[src/rtl/tthbif_pkg.sv]
// tthbif_pkg
//   Shared definitions for the tthbif configuration register block:
//   register address map, command byte layout, fixed response bytes,
//   STATUS bit positions, FSM state encoding and the tap clamp helper.
package tthbif_pkg;

  typedef enum logic [3:0] {
    ADDR_RX_FLOP = 4'd0,
    ADDR_RX_COMB = 4'd1,
    ADDR_TX_FLOP = 4'd2,
    ADDR_TX_COMB = 4'd3,
    ADDR_CTRL    = 4'd4,
    ADDR_ID      = 4'd5,
    ADDR_STATUS  = 4'd6
  } cfg_addr_e;

  localparam int         CMD_WR_BIT = 7;
  localparam int         CMD_ADDR_W = 4;

  localparam logic [7:0] CFG_ID  = 8'h48;
  localparam logic [7:0] CFG_ACK = 8'hA5;

  localparam int STATUS_OVERRUN_BIT = 0;
  localparam int STATUS_TIMEOUT_BIT = 1;
  localparam int STATUS_W           = 2;

  typedef enum logic [1:0] {
    ST_IDLE  = 2'd0,
    ST_WDATA = 2'd1,
    ST_RESP  = 2'd2
  } cfg_state_e;

  // Out-of-range tap requests saturate to the last implemented tap rather
  // than aliasing onto a low tap through truncation.
  function automatic int unsigned clamp_tap(input logic [7:0] value,
                                            input int unsigned num_tap);
    if (32'(value) >= num_tap) return num_tap - 1;
    return 32'(value);
  endfunction

endpackage

[src/rtl/tthbif_cfg_regs.sv]
// tthbif_cfg_regs
//   UART-byte command parser and configuration register file for the tthbif
//   lane. Write commands are two bytes (cmd with bit7=1, then data); read
//   commands are one byte and answered with one byte on the tx handshake.
//
//   Build option: define TTHBIF_CFG_ACK_EN to answer every completed write
//   with CFG_ACK (0xA5). Without it, writes are silent.
//
// Ports
//   clk_i              in   clock
//   rst_ni             in   asynchronous reset, active low
//   en_i               in   block enable; low forces IDLE and drops responses
//   rx_data_valid_i    in   one-cycle strobe, rx_data_i holds a byte
//   rx_data_i          in   received byte
//   tx_data_ready_i    in   UART tx can take a byte
//   tx_data_valid_o    out  response byte valid (held until ready)
//   tx_data_o          out  response byte
//   rx_flop_tap_sel_o  out  rx flop tap select to tthbif
//   rx_comb_tap_sel_o  out  rx comb tap select to tthbif
//   tx_flop_tap_sel_o  out  tx flop tap select to tthbif
//   tx_comb_tap_sel_o  out  tx comb tap select to tthbif
//   lane_en_o          out  CTRL.en gated by en_i (combinational)
//
// FSM states
//   state    | meaning
//   ST_IDLE  | waiting for a command byte
//   ST_WDATA | write command seen, waiting for its data byte (timed)
//   ST_RESP  | response byte presented, waiting for tx_data_ready_i
module tthbif_cfg_regs
  import tthbif_pkg::*;
#(
  parameter int NUM_FLOP_TAP = 4,
  parameter int NUM_COMB_TAP = 4,
  parameter int TIMEOUT_CLKS = 65536,
  localparam int FW = $clog2(NUM_FLOP_TAP),
  localparam int CW = $clog2(NUM_COMB_TAP)
) (
  input  logic          clk_i,
  input  logic          rst_ni,
  input  logic          en_i,
  input  logic          rx_data_valid_i,
  input  logic [7:0]    rx_data_i,
  input  logic          tx_data_ready_i,
  output logic          tx_data_valid_o,
  output logic [7:0]    tx_data_o,
  output logic [FW-1:0] rx_flop_tap_sel_o,
  output logic [CW-1:0] rx_comb_tap_sel_o,
  output logic [FW-1:0] tx_flop_tap_sel_o,
  output logic [CW-1:0] tx_comb_tap_sel_o,
  output logic          lane_en_o
);

  localparam int TW = $clog2(TIMEOUT_CLKS);

  cfg_state_e            state_q, state_d;
  logic [CMD_ADDR_W-1:0] addr_q, addr_d;
  logic [TW-1:0]         cnt_q, cnt_d;
  logic                  tx_valid_q, tx_valid_d;
  logic [7:0]            tx_data_q, tx_data_d;
  logic [FW-1:0]         rx_flop_q, rx_flop_d;
  logic [CW-1:0]         rx_comb_q, rx_comb_d;
  logic [FW-1:0]         tx_flop_q, tx_flop_d;
  logic [CW-1:0]         tx_comb_q, tx_comb_d;
  logic                  ctrl_en_q, ctrl_en_d;
  logic [STATUS_W-1:0]   status_q, status_d;
  logic [STATUS_W-1:0]   status_set, status_clr;
  logic [7:0]            rd_data;
  logic [FW-1:0]         wr_flop;
  logic [CW-1:0]         wr_comb;

  // Read data is decoded straight from the incoming command byte so the
  // response can be loaded on the same edge that accepts the read.
  always_comb begin
    rd_data = 8'h00;
    case (rx_data_i[CMD_ADDR_W-1:0])
      ADDR_RX_FLOP: rd_data = 8'(rx_flop_q);
      ADDR_RX_COMB: rd_data = 8'(rx_comb_q);
      ADDR_TX_FLOP: rd_data = 8'(tx_flop_q);
      ADDR_TX_COMB: rd_data = 8'(tx_comb_q);
      ADDR_CTRL:    rd_data = {7'b0, ctrl_en_q};
      ADDR_ID:      rd_data = CFG_ID;
      ADDR_STATUS:  rd_data = 8'(status_q);
      default:      rd_data = 8'h00;
    endcase
  end

  assign wr_flop = FW'(clamp_tap(rx_data_i, NUM_FLOP_TAP));
  assign wr_comb = CW'(clamp_tap(rx_data_i, NUM_COMB_TAP));

  always_comb begin
    state_d    = state_q;
    addr_d     = addr_q;
    cnt_d      = cnt_q;
    tx_valid_d = tx_valid_q;
    tx_data_d  = tx_data_q;
    rx_flop_d  = rx_flop_q;
    rx_comb_d  = rx_comb_q;
    tx_flop_d  = tx_flop_q;
    tx_comb_d  = tx_comb_q;
    ctrl_en_d  = ctrl_en_q;
    status_set = '0;
    status_clr = '0;

    if (!en_i) begin
      state_d    = ST_IDLE;
      tx_valid_d = 1'b0;
    end else begin
      case (state_q)
        ST_IDLE: begin
          if (rx_data_valid_i) begin
            if (rx_data_i[CMD_WR_BIT]) begin
              state_d = ST_WDATA;
              addr_d  = rx_data_i[CMD_ADDR_W-1:0];
              cnt_d   = TW'(TIMEOUT_CLKS - 1);
            end else begin
              state_d    = ST_RESP;
              tx_valid_d = 1'b1;
              tx_data_d  = rd_data;
              if (rx_data_i[CMD_ADDR_W-1:0] == ADDR_STATUS) status_clr = '1;
            end
          end
        end

        ST_WDATA: begin
          if (rx_data_valid_i) begin
            case (addr_q)
              ADDR_RX_FLOP: rx_flop_d = wr_flop;
              ADDR_RX_COMB: rx_comb_d = wr_comb;
              ADDR_TX_FLOP: tx_flop_d = wr_flop;
              ADDR_TX_COMB: tx_comb_d = wr_comb;
              ADDR_CTRL:    ctrl_en_d = rx_data_i[0];
              default:      ;
            endcase
`ifdef TTHBIF_CFG_ACK_EN
            state_d    = ST_RESP;
            tx_valid_d = 1'b1;
            tx_data_d  = CFG_ACK;
`else
            state_d    = ST_IDLE;
`endif
          end else if (cnt_q == '0) begin
            state_d                        = ST_IDLE;
            status_set[STATUS_TIMEOUT_BIT] = 1'b1;
          end else begin
            cnt_d = cnt_q - 1'b1;
          end
        end

        ST_RESP: begin
          if (rx_data_valid_i) status_set[STATUS_OVERRUN_BIT] = 1'b1;
          if (tx_data_ready_i) begin
            tx_valid_d = 1'b0;
            state_d    = ST_IDLE;
          end
        end

        default: state_d = ST_IDLE;
      endcase
    end
  end

  // A set event in the same cycle as a read-clear must survive.
  assign status_d = (status_q & ~status_clr) | status_set;

  always_ff @(posedge clk_i or negedge rst_ni) begin
    if (!rst_ni) begin
      state_q    <= ST_IDLE;
      addr_q     <= '0;
      cnt_q      <= '0;
      tx_valid_q <= 1'b0;
      tx_data_q  <= 8'h00;
      rx_flop_q  <= '1;
      rx_comb_q  <= '1;
      tx_flop_q  <= '1;
      tx_comb_q  <= '1;
      ctrl_en_q  <= 1'b0;
      status_q   <= '0;
    end else begin
      state_q    <= state_d;
      addr_q     <= addr_d;
      cnt_q      <= cnt_d;
      tx_valid_q <= tx_valid_d;
      tx_data_q  <= tx_data_d;
      rx_flop_q  <= rx_flop_d;
      rx_comb_q  <= rx_comb_d;
      tx_flop_q  <= tx_flop_d;
      tx_comb_q  <= tx_comb_d;
      ctrl_en_q  <= ctrl_en_d;
      status_q   <= status_d;
    end
  end

  assign tx_data_valid_o   = tx_valid_q;
  assign tx_data_o         = tx_data_q;
  assign rx_flop_tap_sel_o = rx_flop_q;
  assign rx_comb_tap_sel_o = rx_comb_q;
  assign tx_flop_tap_sel_o = tx_flop_q;
  assign tx_comb_tap_sel_o = tx_comb_q;
  assign lane_en_o         = ctrl_en_q & en_i;

endmodule

[config.mk]
export PLATFORM = sky130hd
export DESIGN_NAME = tthbif_cfg_regs
export DESIGN_NICKNAME = d
export VERILOG_FILES = /design/src/rtl/tthbif_pkg.sv /design/src/rtl/tthbif_cfg_regs.sv
export SDC_FILE = /design/constraint.sdc
export NUM_CORES = 1
export LEC_CHECK = 0
export BUFFER_PORTS_ARGS = -buffer_cell sky130_fd_sc_hd__buf_4
export CAP_MARGIN = 25
export CORE_UTILIZATION = 51
export DETAILED_ROUTE_END_ITERATION = 10
export PLACE_DENSITY = 0.72
export SLEW_MARGIN = 20
export SYNTH_ARGS = -nofsm -noshare
export SYNTH_HDL_FRONTEND = slang
export SYNTH_SLANG_ARGS = --single-unit
[constraint.sdc]
create_clock -name clk_i -period 2 [get_ports clk_i]
set_input_delay 0.2 -clock clk_i [delete_from_list [all_inputs] [get_ports clk_i]]
set_output_delay 0.2 -clock clk_i [all_outputs]
set_load 0.02 [all_outputs]
==> metrics.csv <==
stage;metric;value;unit
run_status;outcome;finished, violations left;
run_status;failed_checks;negative setup slack;
timing;fin_ws;-0.01090;ns
power_and_ir_drop;p_seq_share;51.1;%
power_and_ir_drop;power.switching;0.5836;mW
floorplanning;ios;31;
synth;ys_seq_area_share;44.44;%
timing;period_share;100.5;%
drt;routedWlPerCell;17.04;um
job;maxCapViolations;0;
timing;maxSlewViolCount;0;
timing;hold_viol;0;
worst_setup_path;critPathKind;flip-flop to flip-flop;
power_and_ir_drop;p_clk_share;26.7;%
grt;grt_pass1_wl;8.273;mm
synth;avgSynthCellArea;10.03;um2
power_and_ir_drop;p_int;1.322;mW
synth;synth-simple-area-share;29.17;%
synth;ys_async_sr_fraction;100.0;%
timing;max_freq;497.3;MHz
clock_tree;cts.sinks;37;
timing;tightest_slew;0.6525;ns
clock_tree;clock_path_buffers;2;
floorplanning;die_height;66.26;um
clock_tree;htree_levels;2;
floorplanning;initial_core_util;55.43;%
drt;via_count;1827;
synth;yosysTopAreaCellShare;34.46;%
synth;synth_top_cells_by_area;dfrtp_1 34%, dfstp_2 10%, mux2_2 5.3%, mux2i_1 4.8%, nand2_1 4.1%;
timing;setup_viol;1;
synth;synth_seq_cells;37;
placed_design;dp_cells;292;
synth;synth_top_family_by_area;simple AND/OR/NAND/NOR gates;
synth;synthesis.area;0.002106;mm2
final_layout;drive_above_1_share;36.33;%
timing;rsz0062_at_grt;yes;
placed_design;globalplace.congestion;0.9380;
worst_setup_path;cp.required;2.22;ns
timing;slew_headroom;56.10;%
clock_tree;cts-root-buf;clkbuf_8;
synth;synthAdderAreaFrac;0.5942;%
timing;clock_skew;0.007219;ns
power_and_ir_drop;peakVddDrop;0.4905;mV
grt;grt_pass1_vias;1697;
power_and_ir_drop;power_density;730.5;mW/mm2
synth;synth_edf_count;0;
final_layout;n_antenna_cell;0;
placed_design;dp_hpwl;3.559;mm
final_layout;final_cells;304;
synth;synth-xor-area-share;0;%
drt;detail-route-antenna-nets;0;
floorplanning;rows;22;
clock_tree;cts-buffers-inserted;5;
final_layout;area_delta_synth_final;23.89;%
synth;yosysWarnings;0;
power_and_ir_drop;p_leak;1.032;nW
timing;min_period;2.011;ns
min_path;hold_class;input pin to flip-flop;
power_and_ir_drop;finalPower;1.906;mW
synth;yosysTopAreaCell;dfrtp_1;
worst_setup_path;setup.worst_path.start_class;flip-flop;
synth;synth-main-ff-cell;dfrtp_1;
drt;routed_via_density;6.010;
worst_setup_path;worstSetupEndpointType;flip-flop;
drt;drc;0;
synth;yosysUniqueCellTypes;48;
worst_setup_path;worst-path-max-fanout;5;
power_and_ir_drop;switching_share;30.62;%
placed_design;portBuffers;26;
floorplanning;fp.coreArea;0.003799;mm2
grt;antenna_found_initial;0;
drt;first_pass_iters;4;
grt;overflow;0;
drt;drtIter0Drc;88;
synth;syn_inst;210;
synth;muxShareOfSynthArea;12.24;%
grt;grt_usage;25.66;%
clock_tree;insertion_delay;0.30;ns
timing;fin_setup_tns;-0.01090;ns
worst_setup_path;crit_arrival;2.24;ns
grt;grt_max_degree;38;
power_and_ir_drop;pwr-share-comb;22.2;%
clock_tree;cts_tree;done;
clock_tree;path_clk_slew;0.07;ns
final_layout;final_util;68.68;%
synth;synth_compound_area_share;10.10;%
floorplanning;dieArea;0.004390;mm2
floorplanning;die_width;66.26;um
final_layout;nets;269;
drt;wl;5.181;mm
[path summary, 6_finish.rpt]
| check | start | slack (ns) | endpoint | cells past startpoint |
|---|---|---|---|---|
| min in group asynchronous | rst_ni | 0.40 | cnt_q[15]$_DFFE_PN0P_ | 2 |
| min reg2reg | status_q[0]$_DFF_PN0_ | 0.50 | status_q[0]$_DFF_PN0_ | 1 |
| max in group asynchronous | rst_ni | 1.25 | tx_flop_tap_sel_o[1]$_DFFE_PN1P_ | 2 |
| min | tx_data_ready_i | 0.13 | state_q[1]$_DFFE_PN0P_ | 2 |
| max | cnt_q[6]$_DFFE_PN0P_ | -0.01 | cnt_q[10]$_DFFE_PN0P_ | 4 |
| max reg2reg | cnt_q[6]$_DFFE_PN0P_ | -0.01 | cnt_q[10]$_DFFE_PN0P_ | 4 |
[power by group through the flow]
stage / sequential, mW / combinational, mW / clock [mW]
6_report: 0.974 / 0.423 / 0.509
4_1_cts: 0.971 / 0.420 / 0.516
3_3_place_gp: 0.968 / 0.401 / 0
3_5_place_dp: 0.984 / 0.414 / 0
2_1_floorplan: 1.02 / 0.194 / 0
5_1_grt: 0.989 / 0.460 / 0.547
[registers in the layout, indices dropped and copies added, names as in the netlist]
| register | flops |
|---|---|
| status_q | 2 |
| rx_flop_tap_sel_o | 2 |
| ctrl_en_q | 1 |
| rx_comb_tap_sel_o | 2 |
| cnt_q | 16 |
| tx_data_valid_o | 1 |
| tx_comb_tap_sel_o | 2 |
| tx_data_o | 3 |
| state_q | 2 |
| addr_q | 4 |
| tx_flop_tap_sel_o | 2 |
[cells by family (layout without fill, tap and decap cells)]
group,count (synthesis),count (layout)
AO/OA/AOI/OAI,30,30
adder cells (fa/ha/maj),1,1
buffers and inverters,13,56
flip-flops,37,37
multiplexers,22,22
other,1,4
AND/OR/NAND/NOR,106,106
[metal layers]
layer  share of wire (%)  track usage (%)  vias up
met5                   0                0        -
met4                 1.8            6.383        0
met3                 6.4            7.414       11
met2                  49            39.54       68
met1                  43            35.40      890
li1                    -                -      858
[stage by stage]
step	cell area [um2]	worst slack, ns	hold slack (ns)
global placement	2431	0.04648	0.1789
detailed placement	2431	-0.06490	0.1907
CTS	2537	0.002965	0.1213
finish	2609	-0.01090	0.1250
floorplan	2117	0.05974	-0.09559
global route	2609	-0.03080	0.1232
[cell usage in the layout (no fill, tap or decap), types with 4 or more instances in the layout]
| cell type | instances |
|---|---|
| and2_1 | 10 |
| buf_4 | 44 |
| clkbuf_8 | 5 |
| conb_1 | 4 |
| dfrtp_1 | 29 |
| dfstp_2 | 8 |
| mux2_2 | 10 |
| mux2i_1 | 10 |
| nand2_1 | 23 |
| nand3_1 | 4 |
| nor2_1 | 16 |
| nor2b_1 | 6 |
| nor3_1 | 4 |
| nor4_1 | 7 |
| o21ai_0 | 7 |
| or2_2 | 5 |
| or4_4 | 4 |
[Yosys cell counts (all sizes together) (2+ instances only)]
| cell type | number |
|---|---|
| a211oi | 4 |
| a21oi | 3 |
| a2bb2oi | 3 |
| a31oi | 2 |
| and2 | 11 |
| and3b | 2 |
| buf | 6 |
| clkbuf | 5 |
| dfrtp | 29 |
| dfstp | 8 |
| inv | 2 |
| mux2 | 10 |
| mux2i | 10 |
| mux4 | 2 |
| nand2 | 23 |
| nand2b | 3 |
| nand3 | 5 |
| nor2 | 16 |
| nor2b | 6 |
| nor3 | 4 |
| nor4 | 11 |
| nor4b | 2 |
| o2111ai | 2 |
| o21ai | 7 |
| o31ai | 3 |
| or2 | 5 |
| or3 | 3 |
| or4 | 7 |
[worst max-delay path: stages (launching register included)]
cell and delay, ns:
dfrtp_1 0.42, nor4_1 0.62, nand3_2 0.26, or4_1 0.56, nand3_1 0.09
[cell type report]
type	count	area [um2]
Timing Repair Buffer	46	351.6
Multi-Input combinational cell	163	1171
Tap cell	48	60.06
Inverter	2	7.507
Clock inverter	2	10.01
Fill cell	284	1190
Sequential cell	37	935.9
Clock buffer	6	72.57
[repair_timing]
item,in CTS,in global routing
resized for setup,3,10
hold buffers,1,0
pin swaps,0,2
endpoints found under the setup margin,2,15
setup buffers,0,3
hold endpoints to repair,29,0
Power figures use the tool's default switching activity.
